==> config.mk <==
export PLATFORM = sky130hd
export DESIGN_NAME = debounce_strobe
export DESIGN_NICKNAME = d
export VERILOG_FILES = /design/src/rtl/debounce_pkg.sv /design/src/rtl/debounce_strobe_sync_chain.sv /design/src/rtl/debounce_strobe.sv
export SDC_FILE = /design/constraint.sdc
export NUM_CORES = 1
export LEC_CHECK = 0
export CAP_MARGIN = 10
export CORE_MARGIN = 8
export CORE_UTILIZATION = 30
export DETAILED_ROUTE_END_ITERATION = 8
export PLACE_DENSITY = 0.56
export SKIP_LAST_GASP = 1
export SYNTH_ARGS = -nofsm -noshare
export SYNTH_HDL_FRONTEND = slang
export SYNTH_SLANG_ARGS = --single-unit
==> constraint.sdc <==
create_clock -name clk -period 1.6 [get_ports clk]
set_input_delay 0.32 -clock clk [delete_from_list [all_inputs] [get_ports clk]]
set_output_delay 0.32 -clock clk [all_outputs]
set_load 0.005 [all_outputs]
==> src/rtl/debounce_pkg.sv <==
// Shared types and default parameters for the debounced strobe generator.
package debounce_pkg;

    localparam int DEFAULT_STABLE_CYCLES = 4;
    localparam int DEFAULT_SYNC_STAGES   = 2;

    typedef enum logic [1:0] {
        IDLE_LO = 2'd0,
        CHK_HI  = 2'd1,
        IDLE_HI = 2'd2,
        CHK_LO  = 2'd3
    } state_t;

endpackage

==> src/rtl/debounce_strobe_sync_chain.sv <==
// Multi-flop synchronizer for an asynchronous level; all stages clear to 0 on reset.
module sync_chain #(
    parameter int STAGES = 2
) (
    input  logic clk,
    input  logic reset,
    input  logic a,
    output logic y
);

    logic [STAGES-1:0] sync_reg;

    always_ff @(posedge clk or posedge reset) begin
        if (reset) begin
            sync_reg[0] <= 1'b0;
        end else begin
            sync_reg[0] <= a;
        end
    end

    generate
        for (genvar gi = 1; gi < STAGES; gi++) begin : g_stage
            always_ff @(posedge clk or posedge reset) begin
                if (reset) begin
                    sync_reg[gi] <= 1'b0;
                end else begin
                    sync_reg[gi] <= sync_reg[gi-1];
                end
            end
        end
    endgenerate

    assign y = sync_reg[STAGES-1];

endmodule

==> src/rtl/debounce_strobe.sv <==
// Debounces a raw switch level and emits registered d/en/rise/fall strobes
// suitable for driving a downstream enabled flip-flop.
module debounce_strobe
    import debounce_pkg::*;
#(
    parameter int STABLE_CYCLES = DEFAULT_STABLE_CYCLES,
    parameter int SYNC_STAGES   = DEFAULT_SYNC_STAGES
) (
    input  logic clk,
    input  logic reset,
    input  logic din,
    output logic d,
    output logic en,
    output logic rise,
    output logic fall,
    output logic busy
);

    localparam int                CNT_W    = $clog2(STABLE_CYCLES);
    localparam logic [CNT_W-1:0]  CNT_ONE  = CNT_W'(1);
    localparam logic [CNT_W-1:0]  CNT_LAST = CNT_W'(STABLE_CYCLES - 1);

    state_t           state_reg;
    logic [CNT_W-1:0] cnt_reg;
    logic             d_reg;
    logic             en_reg;
    logic             rise_reg;
    logic             fall_reg;
    logic             busy_reg;
    logic             s;

    sync_chain #(
        .STAGES (SYNC_STAGES)
    ) u_sync (
        .clk   (clk),
        .reset (reset),
        .a     (din),
        .y     (s)
    );

    // Strobes default low every cycle; only the commit edge raises them,
    // so they land in the same cycle as the new d value.
    always_ff @(posedge clk or posedge reset) begin
        if (reset) begin
            state_reg <= IDLE_LO;
            cnt_reg   <= '0;
            d_reg     <= 1'b0;
            en_reg    <= 1'b0;
            rise_reg  <= 1'b0;
            fall_reg  <= 1'b0;
            busy_reg  <= 1'b0;
        end else begin
            en_reg   <= 1'b0;
            rise_reg <= 1'b0;
            fall_reg <= 1'b0;
            case (state_reg)
                IDLE_LO: begin
                    if (s) begin
                        state_reg <= CHK_HI;
                        cnt_reg   <= CNT_ONE;
                        busy_reg  <= 1'b1;
                    end
                end
                IDLE_HI: begin
                    if (!s) begin
                        state_reg <= CHK_LO;
                        cnt_reg   <= CNT_ONE;
                        busy_reg  <= 1'b1;
                    end
                end
                CHK_HI, CHK_LO: begin
                    if (s == d_reg) begin
                        // Bounced back before qualifying: drop the candidate.
                        state_reg <= d_reg ? IDLE_HI : IDLE_LO;
                        cnt_reg   <= '0;
                        busy_reg  <= 1'b0;
                    end else if (cnt_reg == CNT_LAST) begin
                        state_reg <= s ? IDLE_HI : IDLE_LO;
                        cnt_reg   <= '0;
                        busy_reg  <= 1'b0;
                        d_reg     <= s;
                        en_reg    <= 1'b1;
                        rise_reg  <= s;
                        fall_reg  <= !s;
                    end else begin
                        cnt_reg <= cnt_reg + CNT_ONE;
                    end
                end
                default: begin
                    state_reg <= IDLE_LO;
                    cnt_reg   <= '0;
                    busy_reg  <= 1'b0;
                end
            endcase
        end
    end

    assign d    = d_reg;
    assign en   = en_reg;
    assign rise = rise_reg;
    assign fall = fall_reg;
    assign busy = busy_reg;

endmodule

==> flow_metrics.py, run 1 <==
metrics = {
    "synthesis": {
        "synthMuxAreaShare_pct": 5.17,
        "post_synth_num_cell_types": 18,
        "synth-xor-area-share_pct": 1.81,
        "syn-mean-instance-area_um2": 13.5,
        "post_synth_adder_cell_area_pct": 10.3,
        "synth_nets": 43,
        "ys_seq_elements": 11,
        "synth_top_cells_by_area": "dfrtp_1 (57%), ha_1 (10%), nand3b_4 (4.1%)",
        "synth.largest_area_cell": "dfrtp_1",
        "synth_top_cell_area_share_pct": 56.8,
        "synth.cell_area_um2": 484,
        "synth_top_family_by_area": "adder cells",
        "ys_seq_area_share_pct": 56.8,
        "share_of_synthesized_cell_area_in_and_or_nand_and_nor_gates_pct": 9.82,
        "post_syn_instances": 36,
        "synth_compound_area_share_pct": 9.82,
        "yosys_warnings": 0,
    },
    "floorplan": {
        "design.core.area_mm2": 0.00151,
        "std_cell_rows": 14,
        "chipHeight_um": 56.2,
        "fp.dieArea_mm2": 0.00316,
        "floorplan.initialDensity_pct": 32.1,
        "x_dimension_of_the_die_um": 56.2,
        "io_pins": 8,
    },
    "clock_network": {
        "tritoncts": "yes",
        "cts_htree_levels": 1,
        "cts_made_buffers": 3,
        "clkSlewWorstSetupHoldPaths_ps": 70,
        "cts_hold_repair.buffers": 0,
        "insertion_delay_ps": 260,
        "buffers_inserted_during_post_cts_setup_optimization": 0,
        "cts.path.max_buffers": 2,
        "clock_tree.root_cell": "clkbuf_4",
        "cts_repair_resize_count": 0,
        "tritoncts_num_sinks": 11,
    },
    "worst_setup_path": {
        "critPathLaunch": "d",
        "timing.critical_path.required_ps": 1280,
        "timing.critical_path.from_type": "flip-flop",
        "critical-path-max-stage-delay_ps": 520,
        "worstPathCellList": "clkdlybuf4s50_1",
        "critical_path.top_delay_family": "buffers and inverters",
        "worstPathArrival_ps": 1170,
        "capture_point_of_the_worst_reg_to_reg_path": "d",
        "depth_of_the_most_critical_reg_to_reg_path": 4,
        "r2r_start": "d",
        "reg2reg_slack_ps": 200,
        "worst_setup_path_end_kind": "output pin",
        "timing.critical_path.depth": 1,
        "critical_path_class": "reg2out",
        "capture_point_of_the_worst_path": "d",
        "critical-path-slowest-cell": "clkdlybuf4s50_1",
        "timing.critical_path.buf_inv": 1,
        "cp_max_fo": 4,
    },
    "layout": {
        "flow.area_growth_from_synthesis_pct": 23.5,
        "n_fill_cell": 138,
        "largest_reg_flops": 2,
        "final_core_util_pct": 39.7,
        "diodes_inserted": 0,
        "layout_common_cells": "dfrtp_1 (11), clkdlybuf4s50_1 (7), inv_1 (5)",
        "post_route_cells_drive_above_1_share_pct": 14.9,
        "layout_commonest_cell": "dfrtp_1",
        "final_net_count": 55,
        "layout.cells.non_filler": 63,
    },
    "power": {
        "vdd.ir_drop.worst_v": 0.000755,
        "power.density_cell_area_mw_per_mm2": 1630,
        "report.power.total_uw": 975,
        "leakagePower_nw": 0.320,
    },
    "drt": {
        "wl_um": 792,
        "drt_pass1_iterations": 5,
        "wl_per_cell_um": 12.6,
        "drc": 0,
        "via_count": 312,
        "route.antenna.remaining_nets": 0,
        "ratio_of_routed_vias_to_standard_cells": 4.95,
        "initial_drt_markers": 1,
    },
    "min_path": {
        "hold_class": "in2async",
    },
    "job": {
        "drv.max_cap_violation_count": 0,
    },
    "grt": {
        "antenna_violations_before_repair": 0,
        "track_usage_pct": 5.35,
        "globalRoute.totalOverflow": 0,
        "grt_first_pass_wirelength_mm": 1.33,
        "grt_start_max_net_pins": 12,
        "first_global_vias": 299,
    },
    "placement": {
        "placed_cells_incl_taps": 59,
        "globalplace.congestion": 0.670,
        "buffer_ports.inserted": 7,
        "hpwlAfterDp_um": 635,
        "worst_slack_at_placement_ps": 196,
    },
    "timing": {
        "grt_setup_unrepaired": "no",
        "relSlewSlack_pct": 73.1,
        "timing.fmax_mhz": 669,
        "final.period_utilization_pct": 93.4,
        "setup_tns_ps": 0,
        "hold_violations": 0,
        "worst_slew_pin_slew_ps": 402,
        "final.min_clock_period_ps": 1490,
        "maxSlewViolCount": 0,
        "setup-violations-final": 0,
        "setup_ws_ps": 106,
        "fin_skew_ps": 4.53,
    },
    "outcome": {
        "status": "completed",
    },
}
worst min-delay path by stage:
stage | start | slack (ps) | endpoint
after detailed placement | u_sync.sync_reg[0] | 370 | u_sync.y
after global placement | u_sync.sync_reg[0] | 330 | u_sync.y
after floorplan | reset | 170 | asynchronous set/reset pin
after CTS | reset | 350 | cnt_reg[1]
final | reset | 340 | cnt_reg[1]
after global routing | reset | 360 | cnt_reg[0]
stage by stage:
| stage | cell area, um^2 | hold WS (ps) |
|---|---|---|
| floorplan | 484 | 172 |
| global placement | 571 | 334 |
| detailed placement | 571 | 367 |
| CTS | 598 | 349 |
| global route | 598 | 365 |
| finish | 598 | 335 |
final cells by class:
cell class	instances	area, um^2	share of cell area [%]
Clock inverter	1	5.00	0.837
Inverter	5	18.8	3.14
Timing Repair Buffer	8	77.6	13.0
Multi-Input combinational cell	19	179	29.9
Tap cell	16	20.0	3.35
Clock buffer	3	22.5	3.77
Sequential cell	11	275	46.0
worst register-to-register path: cells and delay by family, from the launching register on:
kind | cells | cell delay [ps]
buf+inv | 1 | 60
flops | 1 | 400
simple gates | 1 | 190
mux | 1 | 310
fa+ha+maj | 1 | 340
synth_stat cells, drive strengths merged:
cell type   n
o31a        1
ha          4
and4b       1
nor2        2
o31ai       1
nand2       1
o32ai       1
buf         1
nand3b      1
o21ai       1
dfrtp      11
xor2        1
nand2b      1
o21a        1
o211a       1
mux2i       1
mux2        1
inv         5
power by group:
group	switching, mW	internal, mW	total, mW	leakage, nW
combinational	0.145	0.199	0.344	0.164
sequential	0.0894	0.358	0.448	0.138
clock	0.0913	0.0923	0.184	0.0177
metal layers:
metal	global-route usage, %	routed length [um]	vias to the layer above
met2	8.08	393	8
met4	4.12	7	0
met3	2.97	67	2
li1	-	-	147
met1	5.31	323	155
met5	0	0	-
cells by family (layout without fill, tap and decap cells):
logic type	count (synthesis)	count (layout)
flip-flops	11	11
adder cells (fa/ha/maj)	4	4
buffers and inverters	6	17
AO/OA/AOI/OAI	6	6
XOR/XNOR	1	1
multiplexers	2	2
AND/OR/NAND/NOR	6	6
No activity file was read; power rests on OpenSTA's default activity.
==> run 2: changes to the inputs <==
- PLACE_DENSITY: 0.56 -> default
- clock period: 1.6 -> 1.9 ns (I/O delays scaled with it)
==> run 2 against run 1 <==
Compared with the run above: non-clock buffer count shrank 1; clock power shrank 16%; register-to-register slack gained 290 ps; critical path depth is the same; power shrank 17%; final area shrank 1.5%; combinational power shrank 19%; routed wire length shrank 10%; critical endpoint unchanged.
==> flow_metrics.py, run 2 (synthesized netlist as in run 1, its figures left out) <==
metrics = {
    "outcome": {
        "status": "completed",
    },
    "timing": {
        "holdWs_ps": 352,
        "setup-violations-final": 0,
        "setup_ws_ps": 339,
        "final.period_utilization_pct": 82.1,
        "maxSlewViolCount": 0,
        "setup_tns_ps": 0,
        "timing.fmax_mhz": 641,
        "worst_slew_pin_slew_ps": 417,
        "final.min_clock_period_ps": 1560,
        "fin_skew_ps": 2.06,
        "hold_violations": 0,
        "relSlewSlack_pct": 72.2,
        "grt_setup_unrepaired": "no",
    },
    "worst_setup_path": {
        "timing.critical_path.depth": 1,
        "worst_setup_path_end_kind": "output pin",
        "critical_path.top_delay_family": "buffers and inverters",
        "worstPathArrival_ps": 1180,
        "critical_path_class": "reg2out",
        "timing.critical_path.from_type": "flip-flop",
        "timing.critical_path.required_ps": 1520,
        "critical-path-slowest-cell": "clkdlybuf4s50_1",
        "depth_of_the_most_critical_reg_to_reg_path": 4,
        "worstPathCellList": "clkdlybuf4s50_1",
        "cp_max_fo": 4,
        "critical-path-max-stage-delay_ps": 520,
        "timing.critical_path.buf_inv": 1,
    },
    "floorplan": {
        "std_cell_rows": 14,
        "x_dimension_of_the_die_um": 56.2,
        "floorplan.initialDensity_pct": 32.1,
        "io_pins": 8,
        "chipHeight_um": 56.2,
        "fp.dieArea_mm2": 0.00316,
        "design.core.area_mm2": 0.00151,
    },
    "placement": {
        "worst_slack_at_placement_ps": 510,
        "globalplace.congestion": 0.790,
        "buffer_ports.inserted": 7,
        "post_dp_cell_area_um2": 563,
        "hpwlAfterDp_um": 527,
    },
    "layout": {
        "final_cell_area_um2": 589,
        "final_net_count": 54,
        "flow.area_growth_from_synthesis_pct": 21.7,
        "seqCellArea_um2": 275,
        "layout_commonest_cell": "dfrtp_1",
        "layout_common_cells": "dfrtp_1 (11), clkdlybuf4s50_1 (7), inv_1 (5)",
        "largest_reg_flops": 2,
        "post_route_cells_drive_above_1_share_pct": 10.9,
        "n_fill_cell": 153,
        "final_core_util_pct": 39.1,
        "diodes_inserted": 0,
        "multi_input_comb_area_um2": 179,
    },
    "power": {
        "power.density_cell_area_mw_per_mm2": 1370,
        "vdd.ir_drop.worst_v": 0.000473,
        "leakagePower_nw": 0.312,
    },
    "drt": {
        "met3_length_um": 54,
        "met2_wirelength_um": 335,
        "drc": 0,
        "wl_per_cell_um": 11.5,
        "initial_drt_markers": 1,
        "ratio_of_routed_vias_to_standard_cells": 4.53,
        "via_count": 281,
        "wl_um": 712,
        "drt_pass1_iterations": 2,
        "route.antenna.remaining_nets": 0,
        "met1Wirelength_um": 295,
        "top_layer": "met4",
    },
    "min_path": {
        "hold_class": "reg2reg",
        "whs_path_depth": 0,
    },
    "grt": {
        "globalRoute.totalOverflow": 0,
        "grt_first_pass_wirelength_mm": 1.39,
        "track_usage_pct": 5.76,
        "grt_start_max_net_pins": 12,
        "antenna_violations_before_repair": 0,
        "first_global_vias": 327,
    },
    "clock_network": {
        "cts_hold_repair.buffers": 0,
        "cts_htree_levels": 1,
        "insertion_delay_ps": 260,
        "clkSlewWorstSetupHoldPaths_ps": 70,
        "clock_tree.root_cell": "clkbuf_4",
        "tritoncts_num_sinks": 11,
        "cts.path.max_buffers": 2,
        "cts_repair_resize_count": 0,
        "tritoncts": "yes",
        "cts_made_buffers": 3,
        "buffers_inserted_during_post_cts_setup_optimization": 0,
    },
    "job": {
        "drv.max_cap_violation_count": 0,
    },
}
## run 2: cell count changes in the layout (fill, tap and decap cells not counted), sizes merged
cell and change:
buf -1, clkbuf +1, clkinv -1
## run 2: metal layers
metal	GRT usage [%]	vias up
li1	-	140
met1	5.18	130
met2	8.40	9
met3	4.11	2
met4	5.15	0
met5	0	-
## run 2: path summary, 6_finish.rpt
path,slack (ps),end,from
setup / recovery,340,d,d
hold / removal,350,u_sync.y,u_sync.sync_reg[0]
setup reg to reg,490,d,d
hold reg to reg,350,u_sync.y,u_sync.sync_reg[0]
max in group asynchronous,1210,asynchronous set/reset pin,reset
min in group asynchronous,400,u_sync.sync_reg[0],reset
## run 2: stage by stage
step	instances	total power, mW
final	62	0.806
after global routing	62	0.890
after CTS	62	0.826
after detailed placement	58	0.661
after global placement	58	0.657
after floorplan	36	0.591
## run 2: layout make-up
type,count,share of cell area [%]
clock buffer,4,4.46
inverter,5,3.18
multi-input combinational,19,30.4
sequential,11,46.7
tap,16,3.40
timing repair buffer,7,11.9
## run 2: power breakdown
| group | switching (mW) | total [mW] | internal, mW | leakage, nW |
|---|---|---|---|---|
| logic | 0.111 | 0.277 | 0.165 | 0.159 |
| registers | 0.0729 | 0.375 | 0.302 | 0.138 |
| clock network | 0.0730 | 0.154 | 0.0812 | 0.0150 |
==> run 3: changes to the inputs <==
- clock period: 1.9 -> 1.55 ns (I/O delays scaled with it)
==> run 3 against run 2 <==
Compared with the run above: power rose by 28%; sequential share of layout area fell by 1.7 points; worst hold slack got worse by 18 ps; clock skew rose by 1.3 ps; register-to-register slack got worse by 330 ps; critical path depth did not move; first-iteration DRC count rose to 4.0 times the previous value; sequential cell count did not move; utilization rose by 1.5 points; final cell count rose by 4.8%; critical path type unchanged; largest power group unchanged; highest routed layer unchanged.
==> flow_metrics.py, run 3 (synthesized netlist as in run 1, its figures left out) <==
metrics = {
    "outcome": {
        "status": "completed",
    },
    "placement": {
        "globalplace.congestion": 0.798,
        "hpwlAfterDp_um": 526,
        "buffer_ports.inserted": 7,
        "post_dp_cell_area_um2": 571,
        "placed_cells_incl_taps": 59,
    },
    "drt": {
        "via_count": 285,
        "initial_drt_markers": 4,
        "wl_um": 750,
        "drt_pass1_iterations": 2,
        "top_layer": "met4",
        "met3_length_um": 30,
        "drc": 0,
        "route.antenna.remaining_nets": 0,
        "wl_per_cell_um": 11.5,
        "ratio_of_routed_vias_to_standard_cells": 4.38,
        "met2_wirelength_um": 324,
        "met1Wirelength_um": 368,
    },
    "layout": {
        "post_route_cells_drive_above_1_share_pct": 16.3,
        "final_net_count": 57,
        "final_core_util_pct": 40.6,
        "layout_common_cells": "dfrtp_1 (11), clkdlybuf4s50_1 (7), inv_1 (5)",
        "layout_commonest_cell": "dfrtp_1",
        "diodes_inserted": 0,
        "n_fill_cell": 148,
        "largest_reg_flops": 2,
        "final_cell_area_um2": 612,
        "flow.area_growth_from_synthesis_pct": 26.4,
        "layout.cells.non_filler": 65,
    },
    "grt": {
        "globalRoute.totalOverflow": 0,
        "antenna_violations_before_repair": 0,
        "track_usage_pct": 5.25,
        "grt_first_pass_wirelength_mm": 1.29,
        "first_global_vias": 317,
        "grt_start_max_net_pins": 12,
    },
    "clock_network": {
        "cts_hold_repair.buffers": 0,
        "insertion_delay_ps": 260,
        "clkSlewWorstSetupHoldPaths_ps": 70,
        "clock_tree.root_cell": "clkbuf_4",
        "tritoncts_num_sinks": 11,
        "cts_made_buffers": 3,
        "cts.path.max_buffers": 2,
        "tritoncts": "yes",
        "cts_htree_levels": 1,
    },
    "worst_setup_path": {
        "worstPathArrival_ps": 1170,
        "critical_path_class": "reg2out",
        "critical-path-slowest-cell": "clkdlybuf4s50_1",
        "timing.critical_path.required_ps": 1240,
        "worst_setup_path_end_kind": "output pin",
        "critical_path.top_delay_family": "buffers and inverters",
        "cp_max_fo": 4,
        "timing.critical_path.buf_inv": 1,
        "critical-path-max-stage-delay_ps": 520,
        "timing.critical_path.from_type": "flip-flop",
        "worstPathCellList": "clkdlybuf4s50_1",
    },
    "timing": {
        "final.period_utilization_pct": 95.2,
        "holdWs_ps": 334,
        "fin_skew_ps": 3.32,
        "grt_setup_unrepaired": "no",
        "worst_slew_pin_slew_ps": 416,
        "timing.fmax_mhz": 677,
        "setup-violations-final": 0,
        "final.min_clock_period_ps": 1480,
        "setup_tns_ps": 0,
        "relSlewSlack_pct": 72.2,
        "hold_violations": 0,
        "maxSlewViolCount": 0,
    },
    "floorplan": {
        "io_pins": 8,
        "fp.dieArea_mm2": 0.00316,
        "x_dimension_of_the_die_um": 56.2,
        "std_cell_rows": 14,
        "floorplan.initialDensity_pct": 32.1,
        "design.core.area_mm2": 0.00151,
        "chipHeight_um": 56.2,
    },
    "power": {
        "power.density_cell_area_mw_per_mm2": 1680,
        "leakagePower_nw": 0.327,
        "vdd.ir_drop.worst_v": 0.000623,
    },
    "job": {
        "drv.max_cap_violation_count": 0,
    },
    "min_path": {
        "hold_class": "in2async",
    },
}
==> run 3: cell count changes in the layout (fill, tap and decap cells not counted) <==
cell,before,now
buf_4,0,3
==> run 3: cell type report <==
type / instances / area, um^2 / share of cell area, %
inverters: 5 / 18.8 / 3.07
flip-flops and latches: 11 / 275 / 45.0
repair buffers: 10 / 92.6 / 15.1
clock buffers: 4 / 26.3 / 4.29
well taps: 16 / 20.0 / 3.27
multi-input cells: 19 / 179 / 29.2
==> run 3: where the power goes <==
part / total [mW] / switching [mW] / leakage, nW / internal (mW)
Sequential: 0.458 / 0.0875 / 0.138 / 0.370
Combinational: 0.383 / 0.150 / 0.174 / 0.233
Clock: 0.190 / 0.0904 / 0.0150 / 0.0994
==> run 3: worst paths after layout <==
kind	startpoint	to	slack (ps)	cells after the start
min in group clk	u_sync.sync_reg[0]	u_sync.y	350	0
max in group asynchronous	reset	u_sync.sync_reg[0]	920	2
min reg2reg	u_sync.sync_reg[0]	u_sync.y	350	0
max reg2reg	d	d	160	4
max	d	d	70	1
min	reset	rise	330	2
==> run 3: repair_timing <==
| item | CTS | global route |
|---|---|---|
| buffers inserted | 0 | 2 |
| setup endpoints to repair | 0 | 1 |
| hold endpoints to repair | 0 | 0 |
| resized for setup | 0 | 0 |
==> run 3: metrics by stage <==
step	setup WS, ps	total power [mW]
floorplan	208	0.725
CTS	38.0	1.02
global route	8.17	1.12
finish	73.7	1.03
detailed placement	161	0.814
global placement	177	0.807
==> run 3: routing by layer <==
layer  GRT usage [%]  vias to the layer above
met5               0                        -
met1            5.56                      129
met2            7.29                        7
met3            1.14                        2
li1                -                      147
met4            7.22                        0
